**src/rtl/step_enable_gen.sv**
```systemverilog
// Push-button front end for the single-cycle CPU: synchronise, debounce, and
// turn presses into clk_en pulses in step, free-run or fixed-length burst mode.
module step_enable_gen #(
  parameter int DEBOUNCE_CYCLES = 1000000,
  parameter int DIV_W           = 24,
  parameter int BURST_W         = 8
) (
  input  logic               clk,
  input  logic               reset,
  input  logic               btn,
  input  logic [1:0]         mode,
  input  logic [DIV_W-1:0]   div,
  input  logic [BURST_W-1:0] burst_len,
  output logic               clk_en,
  output logic               btn_clean,
  output logic               busy
);

  localparam int DB_W = (DEBOUNCE_CYCLES > 1) ? $clog2(DEBOUNCE_CYCLES) : 1;
  localparam logic [DB_W-1:0] DB_LAST = DB_W'(DEBOUNCE_CYCLES - 1);

  localparam logic [1:0] MODE_STEP  = 2'b00;
  localparam logic [1:0] MODE_RUN   = 2'b01;
  localparam logic [1:0] MODE_BURST = 2'b10;

  typedef enum logic [1:0] {
    IDLE  = 2'd0,
    RUN   = 2'd1,
    BURST = 2'd2
  } state_t;

  state_t state, state_next;

  logic [1:0]         sync_q;
  logic               btn_sync;
  logic [DB_W-1:0]    db_cnt;
  logic               btn_clean_d;
  logic               press;

  logic [DIV_W-1:0]   div_q, div_q_next;
  logic [DIV_W-1:0]   rate_q, rate_next;
  logic [BURST_W-1:0] remain_q, remain_next;
  logic               clk_en_next;
  logic               busy_next;

  always_ff @(posedge clk) begin
    if (reset) begin
      sync_q <= 2'b00;
    end else begin
      sync_q <= {sync_q[0], btn};
    end
  end

  assign btn_sync = sync_q[1];

  // btn_clean only moves after DEBOUNCE_CYCLES consecutive disagreeing samples.
  always_ff @(posedge clk) begin
    if (reset) begin
      db_cnt      <= '0;
      btn_clean   <= 1'b0;
      btn_clean_d <= 1'b0;
    end else begin
      btn_clean_d <= btn_clean;
      if (btn_sync == btn_clean) begin
        db_cnt <= '0;
      end else if (db_cnt == DB_LAST) begin
        btn_clean <= btn_sync;
        db_cnt    <= '0;
      end else begin
        db_cnt <= db_cnt + DB_W'(1);
      end
    end
  end

  assign press = btn_clean & ~btn_clean_d;

  always_comb begin
    state_next  = state;
    clk_en_next = 1'b0;
    div_q_next  = div_q;
    rate_next   = rate_q;
    remain_next = remain_q;

    case (state)
      IDLE: begin
        rate_next   = '0;
        remain_next = '0;
        if (press) begin
          case (mode)
            MODE_STEP: clk_en_next = 1'b1;
            MODE_RUN: begin
              div_q_next  = div;
              clk_en_next = 1'b1;
              state_next  = RUN;
            end
            MODE_BURST: begin
              if (burst_len != '0) begin
                div_q_next  = div;
                remain_next = burst_len - BURST_W'(1);
                clk_en_next = 1'b1;
                state_next  = BURST;
              end
            end
            default: ;
          endcase
        end
      end

      RUN: begin
        if ((mode != MODE_RUN) || press) begin
          state_next = IDLE;
          rate_next  = '0;
        end else if (rate_q == div_q) begin
          rate_next   = '0;
          clk_en_next = 1'b1;
        end else begin
          rate_next = rate_q + DIV_W'(1);
        end
      end

      BURST: begin
        // remain_q reaches zero only once the final pulse has been registered.
        if ((mode != MODE_BURST) || (remain_q == '0)) begin
          state_next  = IDLE;
          rate_next   = '0;
          remain_next = '0;
        end else if (rate_q == div_q) begin
          rate_next   = '0;
          clk_en_next = 1'b1;
          remain_next = remain_q - BURST_W'(1);
        end else begin
          rate_next = rate_q + DIV_W'(1);
        end
      end

      default: begin
        state_next = IDLE;
        rate_next  = '0;
      end
    endcase

    busy_next = (state_next == RUN) || (state_next == BURST);
  end

  always_ff @(posedge clk) begin
    if (reset) begin
      state    <= IDLE;
      clk_en   <= 1'b0;
      busy     <= 1'b0;
      div_q    <= '0;
      rate_q   <= '0;
      remain_q <= '0;
    end else begin
      state    <= state_next;
      clk_en   <= clk_en_next;
      busy     <= busy_next;
      div_q    <= div_q_next;
      rate_q   <= rate_next;
      remain_q <= remain_next;
    end
  end

endmodule

```
**config.mk**
```make
export PLATFORM = sky130hd
export DESIGN_NAME = step_enable_gen
export DESIGN_NICKNAME = d
export VERILOG_FILES = /design/src/rtl/step_enable_gen.sv
export SDC_FILE = /design/constraint.sdc
export NUM_CORES = 1
export LEC_CHECK = 0
export CELL_PAD_IN_SITES_DETAIL_PLACEMENT = 0
export CELL_PAD_IN_SITES_GLOBAL_PLACEMENT = 2
export CORE_MARGIN = 10
export CORE_UTILIZATION = 38
export CTS_CLUSTER_DIAMETER = 50
export DETAILED_ROUTE_END_ITERATION = 16
export PLACE_DENSITY = 0.9
export SLEW_MARGIN = 20
export SYNTH_ARGS = -nofsm -noshare
export SYNTH_HDL_FRONTEND = slang
export SYNTH_SLANG_ARGS = --single-unit
```
**constraint.sdc**
```tcl
create_clock -name clk -period 4 [get_ports clk]
set_clock_uncertainty 0.2 [all_clocks]
set_input_delay 0.8 -clock clk [delete_from_list [all_inputs] [get_ports clk]]
set_output_delay 0.8 -clock clk [all_outputs]
set_load 0.05 [all_outputs]
```
==> results of run 1 <==
## worst max-delay path, stage by stage
cell             delay, ns
clkdlybuf4s50_1       0.46
inv_1                 0.10
ha_1                  0.27
nand2_1               0.16
a31oi_1               0.49
a31oi_1               0.14
or4b_1                0.54
buf_4                 0.23
nor2_1                0.12
## cells by family (layout without fill, tap and decap cells)
family / after synthesis / count (layout) / synth area share
flip-flops: 84 / 84 / 0.412
multiplexers: 26 / 26 / 0.0638
AND/OR/NAND/NOR: 205 / 205 / 0.244
buffers and inverters: 28 / 72 / 0.0294
AO/OA/AOI/OAI: 41 / 41 / 0.0629
XOR/XNOR: 70 / 70 / 0.150
adder cells (fa/ha/maj): 12 / 12 / 0.0368
## metrics by stage
step                      setup WS, ns  std cells  hold slack [ns]
after detailed placement         0.474        631            0.232
after CTS                        0.831        646            0.245
after global placement           0.488        631            0.219
after global routing             0.540        646            0.269
after floorplan                   1.24        466            0.214
final                            0.750        646            0.243
## registers in the layout, summed over array words and instances (netlist names)
signal,cells
div_q,24
db_cnt,20
busy,1
btn_clean_d,1
remain_q,8
clk_en,1
sync_q,2
state,2
btn_clean,1
rate_q,24
## per-layer routing
layer,vias to the layer above,share of wire,global-route usage
met2,60,0.43,0.175
met1,1462,0.51,0.156
met5,-,0,0
met3,9,0.039,0.0321
met4,0,0.012,0.0357
li1,1665,-,-
## report_power, final
part           switching, uW  internal (uW)
clock                    292            321
sequential             0.685            836
combinational           27.0           40.8
## Yosys cell counts (2+ instances only)
cell      number
a211oi_1       3
a21oi_1       11
a31oi_1        4
and2_1         4
and3_1         9
buf_6          2
clkbuf_1      13
dfxtp_1       84
ha_1          12
inv_1         13
mux2i_1       26
nand2_1       17
nand2b_1       6
nand3_1       18
nand3b_1       2
nand4_1       16
nor2_1        97
nor2b_1        4
nor3_1         8
nor3b_1        3
nor4_1         9
nor4b_1        2
o21ai_0        8
o21bai_1       2
o22ai_1        4
o31ai_1        2
or2_2          2
or4_1          2
xnor2_1       45
xor2_1        25
## worst max-delay path by stage
stage | cells past startpoint | from | slack (ns) | to
floorplan | 9 | mode[0] | 1.24 | rate_q[14]$_SDFF_PP0_
global placement | 9 | mode[0] | 0.49 | rate_q[18]$_SDFF_PP0_
detailed placement | 9 | mode[0] | 0.47 | rate_q[21]$_SDFF_PP0_
CTS | 9 | mode[0] | 0.83 | rate_q[21]$_SDFF_PP0_
global route | 9 | mode[0] | 0.54 | rate_q[16]$_SDFF_PP0_
finish | 9 | mode[0] | 0.75 | rate_q[16]$_SDFF_PP0_
## layout make-up
cell class / count / area share
clock buffers: 12 / 0.0322
flip-flops and latches: 84 / 0.349
clock inverters: 3 / 0.00962
repair buffers: 44 / 0.0889
multi-input cells: 354 / 0.475
inverters: 13 / 0.0101
well taps: 136 / 0.0353
==> flow_metrics.tcl, run 1 <==
set metrics [dict create \
    max_freq_mhz 308 \
    syn_inst 466 \
    timing.reg2reg.setup_slack_ns 1.32 \
    final_common_cell "nor2_1" \
    routed_via_density 4.95 \
    syn_nets 515 \
    port_buffers 39 \
    yosysWarningCount 0 \
    power_density_mw_per_mm2 315 \
    htreeDepth 3 \
    cts-root-buf "clkbuf_8" \
    drt_iter0_drc 145 \
    numCtsBuffers 9 \
    min_path_cells 1 \
    hold_class "reg2reg" \
    rows 37 \
    hold_viol 0 \
    synth_area_per_cell_um2 8.75 \
    synth_edf_count 0 \
    crit_arrival_ns 3.33 \
    r2r-end "rate_q[16]$_SDFF_PP0_" \
    setup_viol 0 \
    path_class "in2reg" \
    postPlaceCellArea_mm2 0.00461 \
    final_max_slew_viol_count 0 \
    wl_um 8650 \
    slew_headroom 0.266 \
    ys_types 43 \
    antenna_found_initial 0 \
    multi_input_area_mm2 0.00228 \
    drv_cap 0 \
    drtAntennaViolNets 0 \
    ys_seq_area_frac 0.412 \
    hold_path_startpoint "sync_q[0]$_SDFF_PP0_" \
    layout-drive-gt1-share 0.0490 \
    ioPinCount 40 \
    area.growth.synth_to_final_pct 18.0 \
    grt.overflow.total 0 \
    power_leakage_uw 0.00176 \
    start_util 0.393 \
    drc 0 \
    synth_top_cells_by_area "dfxtp_1, xnor2_1, nor2_1, mux2i_1, xor2_1" \
    final_cell_mix "nor2_1, dfxtp_1, xnor2_1, clkdlybuf4s50_1, mux2i_1" \
    timing.final.crit_share 0.812 \
    period_needed_ns 3.25 \
    diodes 0 \
    finalSetupTns_ns 0 \
    crit_required_ns 4.08 \
    firstDrtPassIters 6 \
    fillers 1044 \
    die-area_mm2 0.0153 \
    tightest_slew_ns 1.09 \
    clkTransAtPathRegs_ns 0.08 \
    core_mm2 0.0104 \
    reg2regPathDepth 8 \
    post-dp-hpwl_um 6400 \
    postCtsSetupBuffers 0 \
    cts_resized 0 \
    synth_top_area_cell "dfxtp_1" \
    grt_pass1_vias 3041 \
    cts_buffer_depth 2 \
    die_h_um 124 \
    synth_area_mm2 0.00408 \
    whs_endpoint "sync_q[1]$_SDFF_PP0_" \
    die_x_um 124 \
    end_kind "register" \
    clk_latency_ns 0.35 \
    rsz0062_at_grt "no" \
    synthFlopType "dfxtp_1" \
    ys_seq_elements 84 \
    grt_pass1_wl_um 14300 \
    design_area_mm2 0.00481 \
    wl_per_cell_um 13.4 \
    track_usage 0.115 \
    nNetsFinal 555 \
    vdd_drop_max_mv 0.197 \
    final_util 0.464 \
    reg2reg_from "state[0]$_SDFF_PP0_" \
    cp_max_fo 24 \
    start_kind "input port" \
    place.gp.congestion 0.843 \
    synth_top_area_frac 0.412 \
    cts_hold_buf 0 \
    grt_max_degree 25 \
    status "finished, final reports clean" \
    seq_area_mm2 0.00168 \
    vias 3196 \
    power.total_uw 1520 \
    clock_sinks 84 \
    synth-async-reset-ratio 0 \
    cts_tree "built" \
]
No activity file was read; power rests on OpenSTA's default activity.
==> run 2, diff against run 1 <==
CORE_UTILIZATION = 32   (was 38)
PLACE_DENSITY = 0.81   (was 0.9)
clock period = 2.6 ns   (was 4 ns; I/O delays follow)
==> flow_metrics.tcl, run 2 (same netlist as run 1, synthesis figures left out) <==
set metrics [dict create \
    status "finished, final reports clean" \
    final_common_cell "nor2_1" \
    hold_class "reg2reg" \
    drc 0 \
    clk_latency_ns 0.34 \
    final_max_slew_viol_count 0 \
    diodes 0 \
    final_cell_mix "nor2_1, dfxtp_1, xnor2_1, clkdlybuf4s50_1, buf_4" \
    hold_path_startpoint "sync_q[0]$_SDFF_PP0_" \
    cts_hold_buf 0 \
    die_h_um 133 \
    die-area_mm2 0.0177 \
    power.total_uw 2690 \
    r2r-end "remain_q[6]$_SDFFE_PP0P_" \
    slew_headroom 0.656 \
    multi_input_area_mm2 0.00229 \
    place.gp.congestion 0.850 \
    cts_buffer_depth 2 \
    timing.reg2reg.setup_slack_ns 0.29 \
    layout-drive-gt1-share 0.107 \
    crit_path_cell_trace "clkdlybuf4s50_1 -> inv_2 -> ha_2 -> nand2b_1 -> or4_4 -> o21ai_4 -> buf_12 -> clkbuf_16 -> mux2i_1 -> nor2_1" \
    grt_use_met2 0.172 \
    crit_arrival_ns 2.52 \
    hold_viol 0 \
    largestRegisters "div_q (24), rate_q (24), db_cnt (20)" \
    drv_cap 0 \
    period_needed_ns 2.51 \
    grt_pass1_vias 3289 \
    grt_pass1_wl_um 15700 \
    max_freq_mhz 399 \
    start_kind "input port" \
    whs_endpoint "sync_q[1]$_SDFF_PP0_" \
    end_kind "register" \
    start_util 0.325 \
    seq_area_mm2 0.00168 \
    vdd_drop_max_mv 0.318 \
    core_mm2 0.0126 \
    cts_tree "built" \
    setup_viol 0 \
    ioPinCount 40 \
    grt.overflow.total 0 \
    timing.hold.ws_ns 0.251 \
    min_path_cells 1 \
    crit_required_ns 2.61 \
    firstDrtPassIters 4 \
    crit_slowest_cell "or4_4" \
    grt_util_met1 0.134 \
    path_class "in2reg" \
    busiest_layer "met2" \
    port_buffers 39 \
    reg2regPathDepth 7 \
    grt_max_degree 41 \
    rows 41 \
    nNetsFinal 585 \
    cp_slowest_stage_delay_ns 0.47 \
    area.growth.synth_to_final_pct 28.9 \
    reg2reg_from "remain_q[3]$_SDFFE_PP0P_" \
    drtAntennaViolNets 0 \
    clock_sinks 84 \
    fillers 1226 \
    clkTransAtPathRegs_ns 0.07 \
    power_leakage_uw 0.00200 \
    tightest_slew_ns 0.511 \
    numCtsBuffers 9 \
    antenna_found_initial 0 \
    die_x_um 133 \
    routed_via_density 4.67 \
    power_density_mw_per_mm2 512 \
    cp_max_fo 8 \
    post-dp-hpwl_um 6950 \
    timing.final.crit_share 0.964 \
    htreeDepth 3 \
    drt_iter0_drc 150 \
    met3_usage 0.0337 \
    track_usage 0.107 \
    cts-root-buf "clkbuf_16" \
    wl_per_cell_um 13.6 \
    vias 3328 \
    wl_um 9690 \
]
==> run 2: cell types whose count changed in the layout (fill, tap and decap cells not counted), moves of 2 or more <==
cell,previous run,this run
clkbuf_16,0,11
clkbuf_8,11,1
buf_12,0,2
buf_4,5,30
dlymetal6s2s_1,0,3
clkinv_2,0,2
clkdlybuf4s50_1,39,36
==> run 2: routing by layer <==
metal,share of wire,routed length [um]
met1,0.50,4810
met2,0.46,4410
met3,0.034,326
met4,0.014,134
met5,0,0
==> run 2: cell type report <==
| type | instances | area share |
|---|---|---|
| tap | 172 | 0.0409 |
| inverter | 13 | 0.00928 |
| clock buffer | 12 | 0.0469 |
| sequential | 84 | 0.320 |
| multi-input combinational | 354 | 0.436 |
| timing repair buffer | 74 | 0.138 |
| clock inverter | 4 | 0.00928 |
==> run 2: power by group <==
group          switching (uW)  internal, uW  leakage, uW
combinational            45.7          75.0      0.00118
sequential               1.21          1290     0.000677
clock                     511           769     0.000147
total                     557          2130      0.00200
==> run 2: worst max-delay path by stage <==
stage	start	endpoint	slack [ns]	cells past startpoint
4_1_cts	burst_len[3]	div_q[5]$_SDFFE_PP0P_	0.02	7
3_3_place_gp	burst_len[3]	div_q[7]$_SDFFE_PP0P_	-0.31	7
6_report	burst_len[0]	div_q[13]$_SDFFE_PP0P_	0.09	10
3_5_place_dp	burst_len[3]	div_q[5]$_SDFFE_PP0P_	-0.34	7
5_1_grt	burst_len[0]	div_q[16]$_SDFFE_PP0P_	-0.01	10
2_1_floorplan	mode[0]	rate_q[14]$_SDFF_PP0_	0.12	9
==> run 2: stage by stage <==
stage	util	instances	setup WS, ns	area (um^2)	TNS [ns]
after floorplan	-	466	0.122	4080	0
after global placement	0.387	692	-0.312	4860	-13.35
after detailed placement	0.387	692	-0.344	4860	-13.97
after CTS	0.410	708	0.0179	5150	0
after global routing	0.418	713	-0.0146	5260	-0.0386
final	0.418	713	0.0928	5260	0
==> run 2: timing repair <==
action | in CTS | in global routing
setup endpoints to repair | 0 | 30
setup buffers | 0 | 3
gates resized for setup | 0 | 7
==> run 2: critical path, delay by kind of cell <==
family	cells	cell delay [ns]
AO/OA/AOI/OAI	1	0.19
multiplexers	1	0.18
AND/OR/NAND/NOR	3	0.61
adder cells (fa/ha/maj)	1	0.17
buffers and inverters	4	0.83
